==> src/rtl/dmm_port_arbiter_pkg.sv <==
// dmm_port_arbiter_pkg: shared state encoding and owner/size constants for the DMM memory-port arbiters.
package dmm_port_arbiter_pkg;
  typedef enum logic [1:0] {S_IDLE, S_ISSUE, S_WAIT, S_RESP} state_e;
  localparam logic OWN_ALLOC = 1'b0;
  localparam logic OWN_ATOM = 1'b1;
  localparam logic [7:0] ATOM_SIZE = 8'd8;
endpackage

==> src/rtl/rr_arbiter2.sv <==
// rr_arbiter2: combinational 2-way round-robin grant; on a tie the requester that was not last served wins.
module rr_arbiter2
  import dmm_port_arbiter_pkg::*;
(
  input  logic [1:0] req_i,
  input  logic       last_owner_i,
  output logic       gnt_valid_o,
  output logic       gnt_owner_o
);
  assign gnt_valid_o = |req_i;
  assign gnt_owner_o = &req_i ? ~last_owner_i : req_i[OWN_ATOM];
endmodule

==> src/rtl/dmm_port_arbiter.sv <==
// dmm_port_arbiter: serialises allocator-word and atomic-line transactions onto the single 256-bit memory port.
module dmm_port_arbiter
  import dmm_port_arbiter_pkg::*;
#(
  parameter int WORD_LANE_LSB = 224
) (
  input  logic         clk,
  input  logic         rst,
  input  logic         alloc_req_i,
  input  logic [31:0]  alloc_addr_i,
  input  logic         alloc_rw_i,
  input  logic [31:0]  alloc_data_i,
  input  logic [3:0]   alloc_len_i,
  output logic         alloc_done_o,
  output logic [31:0]  alloc_data_o,
  input  logic         atom_req_i,
  input  logic [31:0]  atom_addr_i,
  input  logic         atom_rw_i,
  input  logic [255:0] atom_data_i,
  output logic         atom_done_o,
  output logic [255:0] atom_data_o,
  output logic         mem_strobe_o,
  output logic [31:0]  mem_addr_o,
  output logic         mem_rw_o,
  output logic [255:0] mem_data_o,
  output logic [7:0]   mem_size_o,
  input  logic         mem_done_i,
  input  logic [255:0] mem_data_i,
  output logic         busy_o,
  output logic         owner_o
);
  state_e state_q, state_d;
  logic owner_q, owner_d, last_q, last_d, strobe_q, strobe_d, rw_q, rw_d;
  logic alloc_done_q, alloc_done_d, atom_done_q, atom_done_d;
  logic [31:0] addr_q, addr_d, alloc_rd_q, alloc_rd_d;
  logic [255:0] wdata_q, wdata_d, atom_rd_q, atom_rd_d;
  logic [7:0] size_q, size_d;
  logic gnt_valid, gnt_owner, grant, mem_hit;
  rr_arbiter2 u_rr (
    .req_i       ({atom_req_i, alloc_req_i}),
    .last_owner_i(last_q),
    .gnt_valid_o (gnt_valid),
    .gnt_owner_o (gnt_owner)
  );
  assign grant = state_q == S_IDLE && gnt_valid;
  assign mem_hit = state_q == S_WAIT && mem_done_i;
  always_comb begin
    state_d = state_q;
    case (state_q)
      S_IDLE:  state_d = gnt_valid ? S_ISSUE : S_IDLE;
      S_ISSUE: state_d = S_WAIT;
      S_WAIT:  state_d = mem_done_i ? S_RESP : S_WAIT;
      default: state_d = S_IDLE;
    endcase
  end
  always_comb begin
    owner_d = grant ? gnt_owner : owner_q;
    addr_d = grant ? (gnt_owner ? atom_addr_i : alloc_addr_i) : addr_q;
    rw_d = grant ? (gnt_owner ? atom_rw_i : alloc_rw_i) : rw_q;
    wdata_d = grant ? (gnt_owner ? atom_data_i : 256'(alloc_data_i) << WORD_LANE_LSB) : wdata_q;
    size_d = grant ? (gnt_owner ? ATOM_SIZE : {4'b0, alloc_len_i}) : size_q;
    strobe_d = grant;
    last_d = state_q == S_RESP ? owner_q : last_q;
    alloc_done_d = mem_hit && owner_q == OWN_ALLOC;
    atom_done_d = mem_hit && owner_q == OWN_ATOM;
    alloc_rd_d = alloc_done_d ? mem_data_i[WORD_LANE_LSB +: 32] : alloc_rd_q;
    atom_rd_d = atom_done_d ? mem_data_i : atom_rd_q;
  end
  always_ff @(posedge clk or posedge rst) begin
    if (rst) begin
      state_q <= S_IDLE;
      owner_q <= OWN_ALLOC;
      last_q <= OWN_ATOM;
      strobe_q <= 1'b0;
      rw_q <= 1'b0;
      addr_q <= '0;
      wdata_q <= '0;
      size_q <= '0;
      alloc_done_q <= 1'b0;
      atom_done_q <= 1'b0;
      alloc_rd_q <= '0;
      atom_rd_q <= '0;
    end else begin
      state_q <= state_d;
      owner_q <= owner_d;
      last_q <= last_d;
      strobe_q <= strobe_d;
      rw_q <= rw_d;
      addr_q <= addr_d;
      wdata_q <= wdata_d;
      size_q <= size_d;
      alloc_done_q <= alloc_done_d;
      atom_done_q <= atom_done_d;
      alloc_rd_q <= alloc_rd_d;
      atom_rd_q <= atom_rd_d;
    end
  end
  assign alloc_done_o = alloc_done_q;
  assign alloc_data_o = alloc_rd_q;
  assign atom_done_o = atom_done_q;
  assign atom_data_o = atom_rd_q;
  assign mem_strobe_o = strobe_q;
  assign mem_addr_o = addr_q;
  assign mem_rw_o = rw_q;
  assign mem_data_o = wdata_q;
  assign mem_size_o = size_q;
  assign busy_o = state_q != S_IDLE;
  assign owner_o = owner_q;
endmodule

==> config.mk <==
export PLATFORM = sky130hd
export DESIGN_NAME = dmm_port_arbiter
export DESIGN_NICKNAME = d
export VERILOG_FILES = /design/src/rtl/dmm_port_arbiter_pkg.sv /design/src/rtl/rr_arbiter2.sv /design/src/rtl/dmm_port_arbiter.sv
export SDC_FILE = /design/constraint.sdc
export NUM_CORES = 1
export LEC_CHECK = 0
export CORE_AREA = 2 2 471 473
export DETAILED_ROUTE_END_ITERATION = 16
export DIE_AREA = 0 0 473 475
export GPL_TIMING_DRIVEN = 0
export HOLD_SLACK_MARGIN = 0.02
export SLEW_MARGIN = 40
export SYNTH_ARGS = -nofsm -noshare
export SYNTH_HDL_FRONTEND = slang
export SYNTH_SLANG_ARGS = --single-unit
==> constraint.sdc <==
create_clock -name clk -period 23.3 [get_ports clk]
set_input_delay 2.33 -clock clk [delete_from_list [all_inputs] [get_ports clk]]
set_output_delay 2.33 -clock clk [all_outputs]
set_load 0.05 [all_outputs]
==> metrics.md, run 1 <==
| Metric | Value |
|---|---|
| Worst Tran Pin Value | 0.914 ns |
| Post-CTS sizing | 0 |
| Placer congestion estimate | 0.934 |
| Die Span X | 473 microns |
| Antenna Nets Post-Route | 0 |
| Critical Path AT | 2.59 ns |
| Final period utilization | 21.1% |
| Gr usage total | 15.4% |
| Fill count | 24,100 |
| Slew Limit Headroom | 38.9% |
| Clk sink count | 588 |
| Synth cell types | 21 |
| CP max FO | 3 |
| Postcts setup bufs | 0 |
| Critical Path, Cell by Cell | inv_1, ha_1, inv_1, clkdlybuf4s50_1 |
| CTS buffer count | 76 |
| I/O Pins | 1,209 |
| Pwr dens | 178 nW/um^2 |
| CP bufs+invs | 3 |
| Synth area leader | dfrtp_1 |
| Initial core utilization | 10.0% |
| Synthesized area | 21,900 sq um |
| Mapped Cells | 2,042 |
| Critical Path Start Type | register |
| Crit path max-delay family | buffers and inverters |
| Fmax | 203 MHz |
| HP Start | atom_data_o[102] |
| Initial antenna violation count | 142 |
| Max incr delay on CP | 1.03 ns |
| RSZ-0062 raised after global routing | no |
| Fin nets | 3,958 |
| Seq/Total Area, Yosys | 67.1% |
| DR pass1 iterations | 5 |
| Placed Cells | 6,128 |
| Number of max-cap violations | 0 |
| Critical R2R Launch | state_q[0] |
| CP endpoint kind | primary output |
| Clock root buffer | clkbuf_16 |
| Largest net degree at the start of global routing | 81 |
| Maximum vdd drop | 0.0914 mV |
| PortBufs | 1,204 |
| Synth warnings | 0 |
| Slowest CP cell | clkdlybuf4s50_1 |
| Leakage | 17.6 nW |
| Setup crit start | state_q[0] |
| Final hold vios | 0 |
| Layout cell share with drive strength beyond 1 | 9.34% |
| TritonCTS clock tree | built |
| Core area | 219,000 sq um |
| Status | finished, final reports clean |
| Fin. max-slew vios | 0 |
| Area growth, synth to finish | 84.2% |
| DR WL/cell | 28.5 microns |
| Detail Placement HPWL | 155,000 microns |
| Top post-synthesis cells by area | dfrtp_1 67%, nand2_1 14%, a22o_1 9.1% |
| Via-to-Cell Ratio | 3.47 |
| Via count | 21,900 |
| H-tree Lvls | 3 |
| Hold WC Path Type | register to register |
| Final Skew | 0.0366 ns |
| CP dominant cell by count | inv_1 |
| Remaining Overflow, GRT | 0 |
| Final TNS setup | 0 ns |
| Final setup viols | 0 |
| Die height | 475 microns |
| Avg Inst Size Synth | 10.7 sq um |
| Worst Path Required | 20.97 ns |
| Row count | 172 |
| Number of remaining DRC errors | 0 |
| First DRT Iteration DRCs | 1,356 |
| CTS max path bufs | 3 |
| Cts hold-fix bufs | 0 |
| Number of synthesized register bits | 588 |
| Final wirelength | 180,000 microns |
| Final cell count without fillers | 6,315 |
| Crit path time final | 4.92 ns |
| First-pass GRT wire length | 225,000 microns |
| Crit path kind | register to primary output |
| Vias in the first global route | 22,200 |
| Die Area | 225,000 sq um |
| Yosys top cell area share | 67.0% |
| Clock-pin slew on the worst setup and hold paths | 0.06 ns |
| Clk Latency, worst-skew pair | 0.69 ns |
metrics by stage:
step	power, mW	worst slack (ns)	area, sq um	hold slack [ns]	utilization [%]
after floorplan	4.11	4.52	21900	0.564	-
after global placement	5.97	-3.83	37600	0.457	17.2
after detailed placement	5.96	17.99	37600	0.462	17.2
after CTS	7.31	18.34	40300	0.476	18.4
after global routing	7.50	18.28	40300	0.492	18.4
final	7.20	18.38	40400	0.470	18.4
routing by layer:
metal | global-route usage [%] | up-vias | routed length [microns]
met3 | 9.31 | 398 | 24900
met4 | 6.50 | 66 | 7820
met2 | 25.0 | 1314 | 83700
li1 | - | 9389 | -
met5 | 0.671 | - | 621
met1 | 15.8 | 10700 | 62700
worst paths after layout:
path                       cells after the start                to  slack [ns]
max reg2reg                                    8  atom_data_o[169]       20.25
min reg2reg                                    2  atom_data_o[102]        0.47
min                                            2  atom_data_o[102]        0.47
max                                            4            busy_o       18.38
min in group asynchronous                      2    mem_data_o[92]        2.07
max in group asynchronous                      6  atom_data_o[195]       19.21
report_power, final:
group / internal (mW) / switching (mW) / leakage [nW] / total (mW)
logic: 1.19 / 2.90 / 8.90 / 4.09
registers: 1.51 / 0.315 / 7.38 / 1.82
clock network: 0.774 / 0.515 / 1.32 / 1.29
total: 3.47 / 3.73 / 17.6 / 7.20
cell type report:
| type | instances | area, sq um | share of cell area, % |
|---|---|---|---|
| antenna | 49 | 123 | 0.304 |
| buffer | 140 | 669 | 1.66 |
| clock buffer | 116 | 2350 | 5.81 |
| clock inverter | 22 | 350 | 0.868 |
| inverter | 6 | 30.0 | 0.0744 |
| multi-input combinational | 1311 | 6540 | 16.2 |
| sequential | 588 | 14700 | 36.5 |
| tap | 2871 | 3590 | 8.90 |
| timing repair buffer | 1212 | 12000 | 29.7 |
cells in the mapped netlist, drive strengths merged:
| cell type | count |
|---|---|
| nand2 | 839 |
| dfrtp | 587 |
| a22o | 227 |
| a21oi | 131 |
| buf | 97 |
| nor2 | 68 |
| clkbuf | 43 |
| mux2 | 33 |
| inv | 5 |
| ha | 4 |
| nand3 | 2 |
| a21bo | 1 |
| a21boi | 1 |
| clkinv | 1 |
| conb | 1 |
| dfstp | 1 |
| o21ai | 1 |
worst reg2reg max path: stages (launching register included):
cell and delay (ns):
dfrtp_1 0.40, inv_1 0.10, ha_1 0.25, nand3_2 0.48, clkinv_1 0.38, buf_2 0.42, clkbuf_1 0.53, nand2_1 0.30
nand2_1 0.11
cell families (layout without fill, tap and decap cells):
logic type | Yosys count | count (layout) | share of synthesized area, %
AO/OA/AOI/OAI | 361 | 361 | 12.2
adder cells (fa/ha/maj) | 4 | 4 | 0.228
buffers and inverters | 146 | 1496 | 3.13
flip-flops | 588 | 588 | 67.1
multiplexers | 33 | 33 | 1.70
other | 1 | 53 | 0.0171
AND/OR/NAND/NOR | 909 | 909 | 15.6
placed cells by master (no fill, tap or decap), types with 7 or more instances in the layout:
master,n
diode_2,49
clkbuf_1,54
nand2_1,839
buf_4,12
buf_16,8
buf_2,129
bufinv_16,7
mux2_2,33
dfrtp_1,587
nor2_1,66
a22o_1,227
clkdlybuf4s50_1,1150
a21oi_1,131
buf_1,10
clkbuf_8,21
clkbuf_16,80
sequential cells by signal, indices dropped and copies added (netlist names):
name,cells
state_q,2
mem_rw_o,1
alloc_data_o,32
atom_data_o,256
alloc_done_o,1
mem_addr_o,32
owner_o,1
mem_data_o,256
mem_size_o,4
atom_done_o,1
last_q,1
mem_strobe_o,1
Power figures use the tool's default switching activity.
==> run 2, diff against run 1 <==
Settings changed: CORE_AREA 2 2 471 473 to 2 2 469 471, DIE_AREA 0 0 473 475 to 0 0 471 473.
Clock period 23.3 ns to 4 ns, I/O delays scaled along.
==> metrics.md, run 2 (same netlist as run 1, synthesis figures left out) <==
| Metric | Value |
|---|---|
| Status | finished, final reports clean (unchanged) |
| First DRT Iteration DRCs | 1,442 (was 1,356) |
| Via-to-Cell Ratio | 3.52 (was 3.47) |
| Slowest CP cell | dlygate4sd3_1 (was clkdlybuf4s50_1) |
| RSZ-0062 raised after global routing | no (unchanged) |
| Remaining Overflow, GRT | 0 (unchanged) |
| Die Span X | 471 microns (was 473 microns) |
| Final setup viols | 0 (unchanged) |
| HP Start | mem_data_i[209] (was atom_data_o[102]) |
| DR pass1 iterations | 7 (was 5) |
| Layout cell share with drive strength beyond 1 | 10.7% (was 9.34%) |
| Number of remaining DRC errors | 0 (unchanged) |
| Critical Path, Cell by Cell | dlygate4sd3_1, clkdlybuf4s50_1, clkinvlp_4, buf_8, buf_12, buf_12, buf_16, buf_16, buf_16, buf_12, buf_16, buf_12, buf_12, buf_12, buf_12 (was inv_1, ha_1, inv_1, clkdlybuf4s50_1) |
| Cells on Worst Hold Path | 3 (was 2) |
| CP dominant cell by count | buf_12 (was inv_1) |
| Core area | 218,000 sq um (was 219,000 sq um) |
| Antenna Nets Post-Route | 0 (unchanged) |
| TritonCTS clock tree | built (unchanged) |
| Final wirelength | 185,000 microns (was 180,000 microns) |
| Clock root buffer | clkbuf_16 (unchanged) |
| DR WL/cell | 29.2 microns (was 28.5 microns) |
| First-pass GRT wire length | 232,000 microns (was 225,000 microns) |
| Global routing usage on met3 | 11.3% (was 9.31%) |
| Worst Tran Pin Value | 0.937 ns (was 0.914 ns) |
| Clk Latency, worst-skew pair | 0.72 ns (was 0.69 ns) |
| Most common cell after layout, fill and taps aside | clkdlybuf4s50_1 (unchanged) |
| Most frequent cells in the layout | 1,124 x clkdlybuf4s50_1, 839 x nand2_1, 587 x dfrtp_1 (was 1,150 x clkdlybuf4s50_1, 839 x nand2_1, 587 x dfrtp_1) |
| Power share of the combinational group | 57.0% (was 56.8%) |
| Reg2reg setup slack | 1.09 ns (was 20.25 ns) |
| Number of max-cap violations | 0 (unchanged) |
| Fmax | 312 MHz |
| Row count | 172 (unchanged) |
| Initial core utilization | 10.0% (about the same) |
| CP endpoint kind | asynchronous set/reset pin (was primary output) |
| Crit path time final | 3.21 ns |
| I/O Pins | 1,209 (unchanged) |
| Clock-pin slew on the worst setup and hold paths | 0.06 ns (about the same) |
| Hold WC Path Type | input pin to register (was register to register) |
| Pwr dens | 1040 nW/um^2 (was 178 nW/um^2) |
| Die Area | 223,000 sq um (was 225,000 sq um) |
| Critical Path Start Type | input pin (was register) |
| Internal | 20.2 mW (was 3.47 mW) |
| Via count | 22,300 (was 21,900) |
| Die height | 473 microns (was 475 microns) |
| Vias in the first global route | 22,200 (about the same) |
| Postcts setup bufs | 0 (unchanged) |
| R2r endpoint | atom_data_o[176] (was atom_data_o[169]) |
| CTS max path bufs | 3 (unchanged) |
| Final Skew | 0.0247 ns (was 0.0366 ns) |
| H-tree Lvls | 3 (unchanged) |
| Proportion of power drawn by the clock network | 17.9% (about the same) |
| Pre-CTS WS | 0.563 ns (was 17.99 ns) |
| Critical R2R Launch | state_q[0] (unchanged) |
| Gr busiest metal | met2 (unchanged) |
| Worst Path Required | 4.89 ns (was 20.97 ns) |
| Final period utilization | 80.2% |
| Worst R2R Path Depth | 8 (unchanged) |
| PnR worst setup slack | 0.791 ns (was 18.38 ns) |
| Worst-case hold slack | 0.219 ns (was 0.470 ns) |
| Worst hold endpoint | atom_data_o[209] (was atom_data_o[102]) |
| Crit path kind | input pin to asynchronous set/reset pin (was register to primary output) |
| Cts hold-fix bufs | 1 (was 0) |
| Placer congestion estimate | 0.967 (was 0.934) |
| PortBufs | 1,204 (unchanged) |
| Fin nets | 3,982 (was 3,958) |
| Fill count | 24,000 (was 24,100) |
| Slew Limit Headroom | 37.3% (was 38.9%) |
| Final hold vios | 0 (unchanged) |
| Fin. max-slew vios | 0 (unchanged) |
| Maximum vdd drop | 0.472 mV (was 0.0914 mV) |
| CP max FO | 27 (was 3) |
| Sw frac | 52.4% (was 51.8%) |
| Overall power | 42.4 mW (was 7.20 mW) |
| Gr usage total | 16.0% (was 15.4%) |
| Detail Placement HPWL | 161,000 microns (was 155,000 microns) |
| Largest net degree at the start of global routing | 28 (was 81) |
| Sequential power share | 25.1% (was 25.3%) |
| Placed Cells | 6,150 (was 6,128) |
| CTS buffer count | 77 (was 76) |
| Post-CTS sizing | 0 (unchanged) |
| Area growth, synth to finish | 85.8% (was 84.2%) |
| Leakage | 17.9 nW (was 17.6 nW) |
| Initial antenna violation count | 131 (was 142) |
| Clk sink count | 588 (unchanged) |
| Max incr delay on CP | 0.54 ns (was 1.03 ns) |
| Critical Path AT | 4.10 ns (was 2.59 ns) |
| Grt met1 use | 15.3% (was 15.8%) |
| Final cell count without fillers | 6,325 (was 6,315) |
| Met2 Use GR | 27.0% (was 25.0%) |
| Psw | 22.2 mW (was 3.73 mW) |
## run 2: changes by cell type in the layout (fill, tap and decap cells not counted), moves of 2 or more
cell / before / now
clkdlybuf4s50_1: 1150 / 1124
clkinv_2: 3 / 9
buf_12: 0 / 12
clkinv_4: 3 / 0
diode_2: 49 / 33
buf_2: 129 / 155
clkbuf_1: 54 / 56
buf_16: 8 / 17
clkbuf_2: 4 / 2
## run 2: cell type report
class,count,area (sq um),share of cell area [%]
Sequential cell,588,14700,36.1
Tap cell,2871,3590,8.82
Timing Repair Buffer,1235,12400,30.4
Inverter,6,26.3,0.0645
Multi-Input combinational cell,1311,6540,16.1
Clock buffer,114,2310,5.67
Buffer,140,667,1.64
Clock inverter,27,419,1.03
Antenna cell,33,82.6,0.203
## run 2: layer usage
| metal | share of wire (%) | routed length (microns) |
|---|---|---|
| met1 | 33 | 60000 |
| met2 | 48 | 88500 |
| met5 | 0.33 | 615 |
| met4 | 3.2 | 5970 |
| met3 | 16 | 29400 |
## run 2: how the worst max path moves through the flow
stage / from / end / slack (ns)
after global placement: rst / atom_data_o[96] / -8.83
after global routing: rst / mem_data_o[119] / 0.56
after CTS: rst / mem_data_o[139] / 0.82
after floorplan: rst / alloc_data_o[0] / -4.41
after detailed placement: rst / mem_data_o[121] / 0.56
final: rst / mem_data_o[139] / 0.79
## run 2: per-stage QoR
step	setup TNS (ns)	util, %	area (sq um)
after floorplan	-2593.51	-	21900
after global placement	-5076.94	17.2	37600
after detailed placement	0	17.4	38000
after CTS	0	18.7	40800
after global routing	0	18.6	40700
final	0	18.7	40700
## run 2: critical path: cells and delay by family
family	cells	cell delay, ns
buf+inv	15	3.58
## run 2: power by group through the flow
stage	combinational [mW]	clock [mW]	sequential [mW]
2_1_floorplan	4.03	0	19.9
3_3_place_gp	24.6	0	10.6
3_5_place_dp	24.5	0	10.6
4_1_cts	24.6	7.81	10.6
5_1_grt	25.2	8.00	10.9
6_report	24.2	7.57	10.6
==> run 3, diff against run 2 <==
Settings changed: CORE_AREA 2 2 469 471 to 2 2 471 473, DIE_AREA 0 0 471 473 to 0 0 473 475.
Clock period 4 ns to 3 ns, I/O delays scaled along.
==> metrics.md, run 3 (same netlist as run 1, synthesis figures left out) <==
| Metric | Value |
|---|---|
| Reg2reg setup slack | 0.28 ns (was 1.09 ns) |
| Slowest CP cell | clkbuf_1 (was dlygate4sd3_1) |
| Fin. max-slew vios | 0 (unchanged) |
| Pwr dens | 1370 nW/um^2 (was 1040 nW/um^2) |
| H-tree Lvls | 3 (unchanged) |
| Slew Limit Headroom | 39.2% (was 37.3%) |
| Via-to-Cell Ratio | 3.50 (was 3.52) |
| Critical Path, Cell by Cell | inv_1, ha_1, nand3_4, clkinv_1, buf_2, clkbuf_1, nand2_1, nand2_1 (was dlygate4sd3_1, clkdlybuf4s50_1, clkinvlp_4, buf_8, buf_12, buf_12, buf_16, buf_16, buf_16, buf_12, buf_16, buf_12, buf_12, buf_12, buf_12) |
| Largest net degree at the start of global routing | 27 (was 28) |
| Most frequent cells in the layout | 1,133 x clkdlybuf4s50_1, 839 x nand2_1, 587 x dfrtp_1 (was 1,124 x clkdlybuf4s50_1, 839 x nand2_1, 587 x dfrtp_1) |
| Final period utilization | 90.6% |
| Fill count | 24,200 (was 24,000) |
| Fmax | 368 MHz |
| Worst Tran Pin Value | 0.908 ns (was 0.937 ns) |
| Critical Path AT | 3.31 ns (was 4.10 ns) |
| Global routing usage on met3 | 10.2% (was 11.3%) |
| Crit path kind | register to register (was input pin to asynchronous set/reset pin) |
| Finished Cell Area | 40,600 sq um (was 40,700 sq um) |
| Vias in the first global route | 22,200 (about the same) |
| Number of remaining DRC errors | 0 (unchanged) |
| Die height | 475 microns (was 473 microns) |
| Worst Path Required | 3.60 ns (was 4.89 ns) |
| Clock root buffer | clkbuf_16 (unchanged) |
| CP max FO | 10 (was 27) |
| Worst hold endpoint | atom_data_o[168] (was atom_data_o[209]) |
| Critical Path Start Type | register (was input pin) |
| Remaining Overflow, GRT | 0 (unchanged) |
| Clock-pin slew on the worst setup and hold paths | 0.06 ns (about the same) |
| Fin nets | 3,985 (was 3,982) |
| DR pass1 iterations | 5 (was 7) |
| TritonCTS clock tree | built (unchanged) |
| Area growth, synth to finish | 85.3% (was 85.8%) |
| Final Skew | 0.0398 ns (was 0.0247 ns) |
| Grt met1 use | 15.7% (was 15.3%) |
| CP endpoint kind | register (was asynchronous set/reset pin) |
| Antenna Nets Post-Route | 0 (unchanged) |
| First DRT Iteration DRCs | 1,366 (was 1,442) |
| CP dominant cell by count | nand2_1 (was buf_12) |
| Worst-case hold slack | 0.145 ns (was 0.219 ns) |
| Gr usage total | 15.7% (was 16.0%) |
| R2r endpoint | atom_data_o[158] (was atom_data_o[176]) |
| CTS buffer count | 74 (was 77) |
| I/O Pins | 1,209 (unchanged) |
| Row count | 172 (unchanged) |
| Final cell count without fillers | 6,329 (was 6,325) |
| Met2 Use GR | 25.7% (was 27.0%) |
| Final hold vios | 0 (unchanged) |
| Crit path max-delay family | buffers and inverters (unchanged) |
| Crit path time final | 2.72 ns |
| Placer congestion estimate | 0.963 (was 0.967) |
| Clk sink count | 588 (unchanged) |
| Die Span X | 473 microns (was 471 microns) |
| Clk Latency, worst-skew pair | 0.70 ns (was 0.72 ns) |
| Critical R2R Launch | state_q[0] (unchanged) |
| Number of max-cap violations | 0 (unchanged) |
| Most common cell after layout, fill and taps aside | clkdlybuf4s50_1 (unchanged) |
| Placed Cells | 6,149 (was 6,150) |
| First-pass GRT wire length | 229,000 microns (was 232,000 microns) |
| Maximum vdd drop | 0.733 mV (was 0.472 mV) |
| CTS max path bufs | 3 (unchanged) |
| Overall power | 55.7 mW (was 42.4 mW) |
| HP Start | mem_data_i[168] (was mem_data_i[209]) |
| Core area | 219,000 sq um (was 218,000 sq um) |
| PortBufs | 1,204 (unchanged) |
| Gr busiest metal | met2 (unchanged) |
| Post-DP Area | 38,000 sq um (about the same) |
| Initial antenna violation count | 125 (was 131) |
| Max incr delay on CP | 0.51 ns (was 0.54 ns) |
| RSZ-0062 raised after global routing | no (unchanged) |
| Via count | 22,100 (was 22,300) |
| Layout cell share with drive strength beyond 1 | 10.5% (was 10.7%) |
| Leakage | 17.8 nW (was 17.9 nW) |
| Detail Placement HPWL | 159,000 microns (was 161,000 microns) |
| CP bufs+invs | 4 (was 15) |
| Initial core utilization | 10.0% (about the same) |
| Cells on Worst Hold Path | 3 (unchanged) |
| Worst R2R Path Depth | 8 (unchanged) |
| Hold WC Path Type | input pin to register (unchanged) |
| Die Area | 225,000 sq um (was 223,000 sq um) |
| Status | finished, final reports clean (unchanged) |
| DR WL/cell | 28.9 microns (was 29.2 microns) |
| Final wirelength | 183,000 microns (was 185,000 microns) |
| Final setup viols | 0 (unchanged) |
## run 3: cell count changes in the layout (fill, tap and decap cells not counted), moves of 5 or more
| cell | change |
|---|---|
| buf_4 | +7 |
| bufinv_16 | -5 |
| clkbuf_1 | -6 |
| clkdlybuf4s50_1 | +9 |
| buf_2 | -10 |
| diode_2 | +6 |
## run 3: what timing repair did
item	4_1_cts	5_1_grt
setup buffers	0	7
hold buffers	1	0
resized for setup	2	0
endpoints found under the hold margin	14	0
setup endpoints to repair	2	20
## run 3: cell type report
cell class | instances | area, sq um | area share [%]
Multi-Input combinational cell | 1311 | 6550 | 16.1
Clock buffer | 107 | 2240 | 5.51
Tap cell | 2871 | 3590 | 8.84
Inverter | 6 | 26.3 | 0.0647
Timing Repair Buffer | 1241 | 12500 | 30.7
Clock inverter | 26 | 277 | 0.681
Buffer | 140 | 668 | 1.64
Sequential cell | 588 | 14700 | 36.2
Antenna cell | 39 | 97.6 | 0.240
## run 3: power breakdown
group / switching, mW / internal [mW]
sequential: 2.47 / 11.7
clock: 4.02 / 5.48
combinational: 22.8 / 9.21
## run 3: how the worst max path moves through the flow
stage	startpoint	to	slack, ns	cells past startpoint
final	state_q[0]	atom_data_o[158]	0.28	8
after global routing	state_q[0]	atom_data_o[158]	0.13	8
after CTS	rst	mem_data_o[125]	0.20	13
after detailed placement	mem_done_i	atom_data_o[158]	-0.34	7
after global placement	rst	mem_data_o[120]	-9.86	2
after floorplan	rst	alloc_data_o[0]	-5.31	1
## run 3: per-stage QoR
stage	util, %	setup TNS, ns	worst slack [ns]
2_1_floorplan	-	-3122.71	-5.31
3_3_place_gp	17.2	-5784.10	-9.86
3_5_place_dp	17.4	-3.84	-0.341
4_1_cts	18.5	0	0.196
5_1_grt	18.5	0	0.129
6_report	18.5	0	0.283
## run 3: per-layer routing
metal  routed length [microns]  share of wire (%)
met5                       448               0.24
met3                     27000                 15
met4                      7600                4.2
met1                     62400                 34
met2                     85600                 47
## run 3: worst reg2reg max path: cells and delay by family, from the launching register on
| kind | cells | cell delay (ns) |
|---|---|---|
| buffers and inverters | 4 | 1.25 |
| AND/OR/NAND/NOR | 3 | 0.79 |
| flip-flops | 1 | 0.40 |
| adder cells (fa/ha/maj) | 1 | 0.22 |
